File: src/rtl/output_port_scheduler_pkg.sv
// output_port_scheduler_pkg: shared port indices, crossbar select codes and grant helpers
package output_port_scheduler_pkg;

    localparam int PORT_X     = 0;
    localparam int PORT_Y     = 1;
    localparam int PORT_LOCAL = 2;

    localparam logic [2:0] SW_STOP  = 3'd0;
    localparam logic [2:0] SW_X1    = 3'd1;
    localparam logic [2:0] SW_Y1    = 3'd2;
    localparam logic [2:0] SW_LOCAL = 3'd3;

    function automatic logic [2:0] sw_code(input logic [2:0] g);
        return g[PORT_X] ? SW_X1 : g[PORT_Y] ? SW_Y1 : g[PORT_LOCAL] ? SW_LOCAL : SW_STOP;
    endfunction

    function automatic logic [1:0] next_ptr(input logic [2:0] g);
        return g[PORT_X] ? 2'd1 : g[PORT_Y] ? 2'd2 : 2'd0;
    endfunction

endpackage

File: src/rtl/output_port_scheduler_rr_arbiter3.sv
// rr_arbiter3: one-hot round-robin pick among three requests, searching from ptr upward
module rr_arbiter3 (
    input  logic [2:0] req,
    input  logic [1:0] ptr,
    output logic [2:0] gnt
);

    logic [1:0] p0, p1, p2;

    // priority order ptr, ptr+1, ptr+2 (mod 3); an out-of-range ptr behaves as 0
    always_comb begin
        p0  = (ptr == 2'd3) ? 2'd0 : ptr;
        p1  = (p0 == 2'd2) ? 2'd0 : p0 + 2'd1;
        p2  = (p1 == 2'd2) ? 2'd0 : p1 + 2'd1;
        gnt = req[p0] ? 3'b001 << p0 :
              req[p1] ? 3'b001 << p1 :
              req[p2] ? 3'b001 << p2 : 3'b000;
    end

endmodule

File: src/rtl/output_port_scheduler.sv
// output_port_scheduler: wormhole packet-granular output allocation with downstream credit gating
module output_port_scheduler
    import output_port_scheduler_pkg::*;
#(
    parameter int DEPTH = 4,
    parameter int CW    = 4
) (
    input  logic          clk,
    input  logic          rst,
    input  logic          en,
    input  logic [2:0]    req,
    input  logic [2:0]    tail,
    input  logic          credit_in,
    output logic [2:0]    grant,
    output logic [2:0]    sw,
    output logic          fire,
    output logic          busy,
    output logic [CW-1:0] credit_cnt,
    output logic          credit_err
);

    typedef enum logic {IDLE, LOCKED} state_t;

    state_t        state_q;
    logic [2:0]    grant_q, sw_q, arb_gnt;
    logic [1:0]    ptr_q;
    logic [CW-1:0] cnt_q, cnt_d;
    logic          err_q, cnt_full, has_credit;

    rr_arbiter3 u_arb (
        .req (req),
        .ptr (ptr_q),
        .gnt (arb_gnt)
    );

    assign has_credit = cnt_q != '0;
    assign cnt_full   = cnt_q == CW'(DEPTH);
    assign fire       = en && state_q == LOCKED && |(grant_q & req) && has_credit;
    assign grant      = grant_q;
    assign sw         = sw_q;
    assign busy       = state_q == LOCKED;
    assign credit_cnt = cnt_q;
    assign credit_err = err_q;

    // free-slot count: a fire consumes, a returned credit restores, both together cancel
    always_comb begin
        cnt_d = (fire && !credit_in) ? cnt_q - CW'(1) :
                (credit_in && !fire && !cnt_full) ? cnt_q + CW'(1) : cnt_q;
    end

    // credit counter and sticky overflow flag run regardless of en
    always_ff @(posedge clk or posedge rst) begin
        if (rst) begin
            cnt_q <= CW'(DEPTH);
            err_q <= 1'b0;
        end else begin
            cnt_q <= cnt_d;
            err_q <= err_q | (credit_in && !fire && cnt_full);
        end
    end

    // packet lock: grant a winner from IDLE, release after the owner's tail flit crosses
    always_ff @(posedge clk or posedge rst) begin
        if (rst) begin
            state_q <= IDLE;
            grant_q <= 3'b000;
            sw_q    <= SW_STOP;
            ptr_q   <= 2'd0;
        end else if (en) begin
            case (state_q)
                IDLE: if (|req && has_credit) begin
                    state_q <= LOCKED;
                    grant_q <= arb_gnt;
                    sw_q    <= sw_code(arb_gnt);
                end
                LOCKED: if (fire && |(grant_q & tail)) begin
                    state_q <= IDLE;
                    grant_q <= 3'b000;
                    sw_q    <= SW_STOP;
                    ptr_q   <= next_ptr(grant_q);
                end
                default: state_q <= IDLE;
            endcase
        end
    end

endmodule

File: config.mk
export PLATFORM = sky130hd
export DESIGN_NAME = output_port_scheduler
export DESIGN_NICKNAME = d
export VERILOG_FILES = /design/src/rtl/output_port_scheduler_pkg.sv /design/src/rtl/output_port_scheduler_rr_arbiter3.sv /design/src/rtl/output_port_scheduler.sv
export SDC_FILE = /design/constraint.sdc
export NUM_CORES = 1
export LEC_CHECK = 0
export CAP_MARGIN = 25
export CORE_MARGIN = 2
export CORE_UTILIZATION = 40
export CTS_CLUSTER_DIAMETER = 200
export CTS_CLUSTER_SIZE = 24
export DETAILED_ROUTE_END_ITERATION = 12
export GPL_TIMING_DRIVEN = 1
export PLACE_DENSITY = 0.64
export SYNTH_ARGS = -nofsm -noshare
export SYNTH_HDL_FRONTEND = slang
export SYNTH_SLANG_ARGS = --single-unit
File: constraint.sdc
create_clock -name clk -period 6.3 [get_ports clk]
set_input_delay 1.26 -clock clk [delete_from_list [all_inputs] [get_ports clk]]
set_output_delay 1.26 -clock clk [all_outputs]
set_load 0.005 [all_outputs]
==> results of run 1 <==
[per-layer routing]
metal	GRT usage, %	wire length, um	vias up	part of all wire (%)
met3	3.107	120	4	5.3
met2	27.37	957	25	42
li1	-	-	439	-
met5	0	0	-	0
met1	27.53	1146	417	51
met4	8.974	36	0	1.6
[worst paths after layout]
check                                 from       endpoint  slack [ps]  depth (start not counted)
worst max-delay path                req[2]           fire        1780                          5
worst max register to register    ptr_q[0]          sw[1]        3980                          7
max in group asynchronous              rst  credit_cnt[2]        4640                          2
worst min register to register  credit_err     credit_err         490                          1
worst min-delay path            credit_err     credit_err         490                          1
min in group asynchronous              rst  credit_cnt[3]        1310                          2
[layout make-up]
cell class | count | share of cell area, %
multi-input combinational | 81 | 49.13
sequential | 13 | 26.77
timing repair buffer | 21 | 17.23
tap | 28 | 2.872
clock buffer | 4 | 2.154
inverter | 6 | 1.846
[power by group]
group          internal, mW  switching, mW  total (mW)
Combinational         0.169          0.154       0.324
Clock                0.0246         0.0291      0.0537
Sequential            0.121         0.0506       0.172
Total                 0.315          0.234       0.549
[logic make-up after synthesis]
kind of cell,Yosys count,share of synthesized area [%]
AO/OA/AOI/OAI,32,24.97
XOR/XNOR,3,2.689
adder cells (fa/ha/maj),5,6.402
multiplexers,4,4.225
AND/OR/NAND/NOR,36,22.67
other,1,0.3838
buffers and inverters,10,5.250
flip-flops,13,33.42
[through the flow]
step / instance area (um^2) / hold slack, ps
after global placement: 1194 / 455.5
after floorplan: 977.2 / 466.3
after CTS: 1220 / 495.0
after global routing: 1220 / 500.6
after detailed placement: 1194 / 475.4
final: 1220 / 485.1
[placed cells by master (no fill, tap or decap), types with 2 or more instances in the layout]
cell and n:
inv_1 6, nand2_1 6, and3b_2 2, clkbuf_4 3, ha_1 5, a222oi_1 2, xnor2_1 2, dfrtp_1 12
and3b_1 2, a21o_1 2, nor3_1 4, o22ai_1 3, clkdlybuf4s50_1 21, o21ai_0 6, a22o_1 3, nor2_1 8
a31o_2 2, mux2i_1 3, a21oi_1 2
[flip-flops by register name (all words and copies together) (netlist names)]
register	cells
grant	3
ptr_q	2
credit_err	1
busy	1
credit_cnt	4
sw	2
[critical path: stages]
cell and delay (ps):
clkdlybuf4s50_1 560, a222oi_1 680, or3_1 270, inv_1 50, clkdlybuf4s50_1 440
==> key figures, run 1 <==
Pwr
  – Worst supply voltage drop on vdd: about 0.00023 V
  – P_leak: 0.5164 nW
  – Power after layout: around 550 uW
  – Power density relative to cell area: around 450 nW/um^2

Critical path
  – Category of the most critical setup path: in2out
  – Crit end category: output port
  – Worst EP required: between 5000 and 6000 ps
  – Worst EP arrival: about 3300 ps
  – CP startpoint kind: primary input
  – Worst-path fanout max: 10

Cells and area
  – Layout Area Growth over Synthesis: 24.84%
  – Non-filler cells in the finished layout: approximately 150
  – Multi-input combinational cell area: about 600 um^2
  – Final core utilization: between 50% and 60%
  – Sequential cell area in the final layout: 326.6 um^2
  – Antenna cell count: 0
  – Proportion of layout cells with a drive suffix above 1: ~11%
  – Filler Cells Inserted: 225
  – Nets: approximately 140

Global route
  – Number of global-route vias before repair: between 800 and 900
  – Maximum number of pins on one net before global-route repair: 14
  – Overflow after GRT: 0
  – Global-route usage over all layers: 19.11%
  – Initial antenna violation count: 0
  – First-pass GRT wire length: between 3000 and 4000 um

Logic synthesis
  – Top post-synthesis cells by area: dfrtp_1 (31%), ha_1 (6.4%), mux2i_1 (3.1%)
  – Number of synthesized flops with an enable pin: 0
  – Most frequent cell after synthesis: dfrtp_1
  – Cell type with the largest total area after synthesis: dfrtp_1
  – Number of warnings issued by yosys: 0
  – Leading post-synthesis cells by instance count: dfrtp_1 (12), nor2_1 (8), inv_1 (6), nand2_1 (6), o21ai_0 (6)
  – Register bit total from synthesis: 13
  – Seq/Total Area, Yosys: 33.42%
  – Top cell type's share of synthesized area: 30.73%
  – Share of flip-flops with an asynchronous set or reset after synthesis: 100.0%
  – Synthesized Nets: 119
  – Ys flop type: dfrtp_1
  – Mapped Area: 977.2 um^2
  – Cell variety after synth: 50
  – Post-Synthesis Cells: 104
  – Synthesized area divided by synthesized cell count: 9.396 um^2

CTS
  – Cell at the root of the clock tree: clkbuf_4
  – Clock latency on the worst-skew pair: 280 ps
  – Sink count of the clock tree: 13
  – Clock transition at path regs: around 80 ps
  – Buffer depth of the longest clock path: 2
  – Hold buffer count at CTS: 0
  – TritonCTS clock tree: yes
  – Number of buffers added for setup after CTS: 0
  – Total clock buffers created by CTS: 3
  – Post-CTS Resized: 0
  – Count of H-tree levels built during CTS: 1

Place
  – Total of buffers placed on input and output ports: 21
  – Worst-case setup slack after placement: 1796 ps
  – Post-DP HPWL: 1729 um
  – Last weighted congestion value of the routability-driven placer: 0.7575
  – Placed cells: 149

Detailed routing
  – Final ANT Viol Nets: 0
  – Detailed router's first-iteration violation count: 26
  – DRC violation count after routing: 0
  – Via density per instance: 5.784
  – Total number of vias: 885
  – WL per Instance: 14.77 um
  – Drt total wl: 2260 um
  – Detailed Routing Iterations Pass 1: 4

Die
  – Core area: 2255 um^2
  – Height of the die: 53.43 um
  – Die outline width: 53.43 um
  – Overall die area: between 2000 and 3000 um^2
  – I/O pin cnt: 23
  – Initial core utilization: 43.34%
  – Standard-cell rows: 17

STA
  – Fin crit period: 4524 ps
  – Timing-limited maximum frequency: 221.1 MHz
  – Worst Setup Slack, final: 1777 ps
  – Final setup violation count: 0
  – Setup repair after global routing missed its margin: false
  – Post-route clock skew: between 2 and 2.5 ps
  – Relative slew slack: 50.81%
  – Post-route fraction of the period consumed by the critical path: a little under three quarters
  – Number of pins with negative max-slew slack in the final report: 0
  – Transition time of the tightest slew-check pin: 728.6 ps
  – Final sum of negative setup slack: 0 ps
  – Hold Violations, Final: 0

Worst hold path
  – Type of the tightest min-delay check: reg2reg

Job
  – Max-Cap Viols: 0

Outcome
  – Result of the run: finished clean
(Power assumes the default switching activity.)
==> run 2, diff against run 1 <==
--- a/config.mk
+++ b/config.mk
@@ -12,7 +12,7 @@
 export CTS_CLUSTER_SIZE = 24
 export DETAILED_ROUTE_END_ITERATION = 12
 export GPL_TIMING_DRIVEN = 1
-export PLACE_DENSITY = 0.64
+export PLACE_DENSITY = 0.67
 export SYNTH_ARGS = -nofsm -noshare
 export SYNTH_HDL_FRONTEND = slang
 export SYNTH_SLANG_ARGS = --single-unit
==> constraint.sdc (replaced) <==
create_clock -name clk -period 3.9 [get_ports clk]
set_input_delay 0.78 -clock clk [delete_from_list [all_inputs] [get_ports clk]]
set_output_delay 0.78 -clock clk [all_outputs]
set_load 0.005 [all_outputs]
==> run 2 against run 1 <==
  * Flip-flop and latch count did not move
  * Critical path depth did not move
  * Wire length fell by 0.62%
  * Worst hold slack got worse by 11 ps
  * Critical endpoint unchanged
  * Largest cell class unchanged
  * Highest routed layer unchanged
==> key figures, run 2 (same netlist as run 1, synthesis figures left out) <==
STA
  – Number of pins with negative max-slew slack in the final report: 0 (unchanged)
  – Final sum of negative setup slack: 0 ps (unchanged)
  – Final setup violation count: 0 (unchanged)
  – Timing-limited maximum frequency: 286.2 MHz
  – Hold Violations, Final: 0 (unchanged)
  – Relative slew slack: 43.93% (was 50.81%)
  – Post-route fraction of the period consumed by the critical path: about nine tenths
  – Worst Setup Slack, final: 405.5 ps (was 1777 ps)
  – Transition time of the tightest slew-check pin: 830.6 ps (was 728.6 ps)
  – Fin crit period: 3494 ps
  – Setup repair after global routing missed its margin: false (unchanged)
  – Post-route clock skew: 2.575 ps (was 2.242 ps)

Die
  – Initial core utilization: 43.34% (unchanged)
  – Core area: 2255 um^2 (unchanged)
  – Die outline width: 53.43 um (unchanged)
  – Standard-cell rows: 17 (unchanged)
  – Height of the die: 53.43 um (unchanged)
  – I/O pin cnt: 23 (unchanged)
  – Overall die area: 2854 um^2 (unchanged)

Global route
  – First-pass GRT wire length: 3919 um (was 3933 um)
  – Maximum number of pins on one net before global-route repair: 14 (unchanged)
  – Overflow after GRT: 0 (unchanged)
  – Initial antenna violation count: 0 (unchanged)
  – Number of global-route vias before repair: 893 (was 835)
  – Global-route usage over all layers: 19.35% (was 19.11%)

Critical path
  – Crit end category: output port (unchanged)
  – Logic depth of the worst register-to-register path: 7 (unchanged)
  – Worst-path fanout max: 10 (unchanged)
  – Worst EP required: 3120 ps (was 5040 ps)
  – Capture point of the worst reg-to-reg path: sw[0] (was sw[1])
  – CP startpoint kind: primary input (unchanged)
  – Worst EP arrival: 2710 ps (was 3260 ps)
  – Category of the most critical setup path: in2out (unchanged)
  – Register-to-register path setup slack: 1450 ps (was 3980 ps)
  – Cell-by-cell trace of the critical path: clkdlybuf4s50_1 > a222oi_1 > or3_1 > inv_1 > clkdlybuf4s50_1 (unchanged)
  – Crit. path cell count: 5 (unchanged)
  – Buffers plus inverters on the worst setup path: 3 (unchanged)
  – Reg-to-reg startpoint: ptr_q[0] (unchanged)
  – Top Family by Delay on Critical Path: buffers and inverters (unchanged)
  – Critical path's slowest cell: a222oi_1 (unchanged)
  – Worst path most repeated cell: clkdlybuf4s50_1 (unchanged)
  – Longest individual stage delay on the worst path: 640 ps (was 680 ps)

CTS
  – Cell at the root of the clock tree: clkbuf_4 (unchanged)
  – Post-CTS Resized: 0 (unchanged)
  – Buffer depth of the longest clock path: 2 (unchanged)
  – Hold buffer count at CTS: 0 (unchanged)
  – TritonCTS clock tree: yes (unchanged)
  – Total clock buffers created by CTS: 3 (unchanged)
  – Clock latency on the worst-skew pair: 270 ps (was 280 ps)
  – Clock transition at path regs: 80 ps (about the same)
  – Count of H-tree levels built during CTS: 1 (unchanged)
  – Sink count of the clock tree: 13 (unchanged)
  – Number of buffers added for setup after CTS: 0 (unchanged)

Cells and area
  – Most common cell after layout, fill and taps aside: clkdlybuf4s50_1 (unchanged)
  – Most used cells in the layout excluding fill and tap cells: clkdlybuf4s50_1 (21), dfrtp_1 (12), nor2_1 (8) (unchanged)
  – Filler Cells Inserted: 220 (was 225)
  – Layout Area Growth over Synthesis: 24.84% (unchanged)
  – Max reg flops: 4 (unchanged)
  – Antenna cell count: 0 (unchanged)
  – Nets: 141 (unchanged)
  – Proportion of layout cells with a drive suffix above 1: 11.20% (unchanged)

Pwr
  – Power density relative to cell area: 723.2 nW/um^2 (was 449.9 nW/um^2)
  – Power after layout: 882.2 uW (was 548.8 uW)
  – P_leak: 0.5164 nW (unchanged)
  – Worst supply voltage drop on vdd: 0.0003967 V (was 0.0002274 V)

Detailed routing
  – WL per Instance: 14.68 um (was 14.77 um)
  – Detailed router's first-iteration violation count: 34 (was 26)
  – DRC violation count after routing: 0 (unchanged)
  – Detailed Routing Iterations Pass 1: 4 (unchanged)
  – Final ANT Viol Nets: 0 (unchanged)
  – Total number of vias: 897 (was 885)
  – Via density per instance: 5.863 (was 5.784)
  – Drt total wl: 2246 um (was 2260 um)

Worst hold path
  – End point of the worst hold path: credit_err (unchanged)
  – Type of the tightest min-delay check: reg2reg (unchanged)
  – Hold path startpoint: credit_err (unchanged)
  – Number of cells traversed by the worst hold path: 1 (unchanged)

Place
  – Worst-case setup slack after placement: 408.9 ps (was 1796 ps)
  – Last weighted congestion value of the routability-driven placer: 0.7719 (was 0.7575)
  – Post-DP HPWL: 1729 um (about the same)
  – Total of buffers placed on input and output ports: 21 (unchanged)

Outcome
  – Result of the run: finished clean (unchanged)

Job
  – Max-Cap Viols: 0 (unchanged)
## run 2: cell counts in the layout (fill, tap and decap cells not counted)
No cell type changed its count.
## run 2: where the power goes
| group | switching (mW) | total, mW | internal (mW) |
|---|---|---|---|
| Sequential | 0.0768 | 0.272 | 0.196 |
| Combinational | 0.256 | 0.529 | 0.273 |
| Clock | 0.0414 | 0.0811 | 0.0396 |
## run 2: cell type report
class	instances	area, um^2	share of cell area [%]
clock buffer	4	26.28	2.154
inverter	6	22.52	1.846
multi-input combinational	81	599.3	49.13
sequential	13	326.6	26.77
tap	28	35.03	2.872
timing repair buffer	21	210.2	17.23
## run 2: worst max path at each step
stage | slack, ps | endpoint | startpoint
final | 410 | fire | req[2]
after global routing | 250 | fire | req[2]
after CTS | 410 | fire | req[2]
after detailed placement | 410 | fire | req[2]
after global placement | 470 | fire | req[2]
after floorplan | 1480 | fire | req[2]
## run 2: per-layer routing
layer / global-route usage, % / wire [um] / share of wire, %
met1: 25.26 / 1086 / 48
met2: 29.42 / 1008 / 45
met3: 6.497 / 137 / 6.1
met4: 6.838 / 14 / 0.62
met5: 0 / 0 / 0
## run 2: through the flow
step	hold WS (ps)	instances	instance area, um^2	util [%]
global placement	457.8	149	1194	52.94
finish	474.3	153	1220	54.11
CTS	481.2	153	1220	54.11
global route	502.2	153	1220	54.11
floorplan	466.3	104	977.2	-
detailed placement	463.5	149	1194	52.94
## run 2: worst register-to-register path: cells and delay by family, from the launching register on
| kind | cells | cell delay (ps) |
|---|---|---|
| muxes | 1 | 280 |
| DFF | 1 | 400 |
| buffers and inverters | 1 | 100 |
| AOI/OAI and AO/OA | 4 | 1270 |
| adders and majority gates | 1 | 290 |
==> run 3, diff against run 2 <==
--- a/config.mk
+++ b/config.mk
@@ -11,6 +11,7 @@
 export CTS_CLUSTER_DIAMETER = 200
 export CTS_CLUSTER_SIZE = 24
 export DETAILED_ROUTE_END_ITERATION = 12
+export GPL_ROUTABILITY_DRIVEN = 0
 export GPL_TIMING_DRIVEN = 1
 export PLACE_DENSITY = 0.67
 export SYNTH_ARGS = -nofsm -noshare
==> results of run 3 <==
Same layout as run 2: the final DEF is identical, and so are final timing and power.
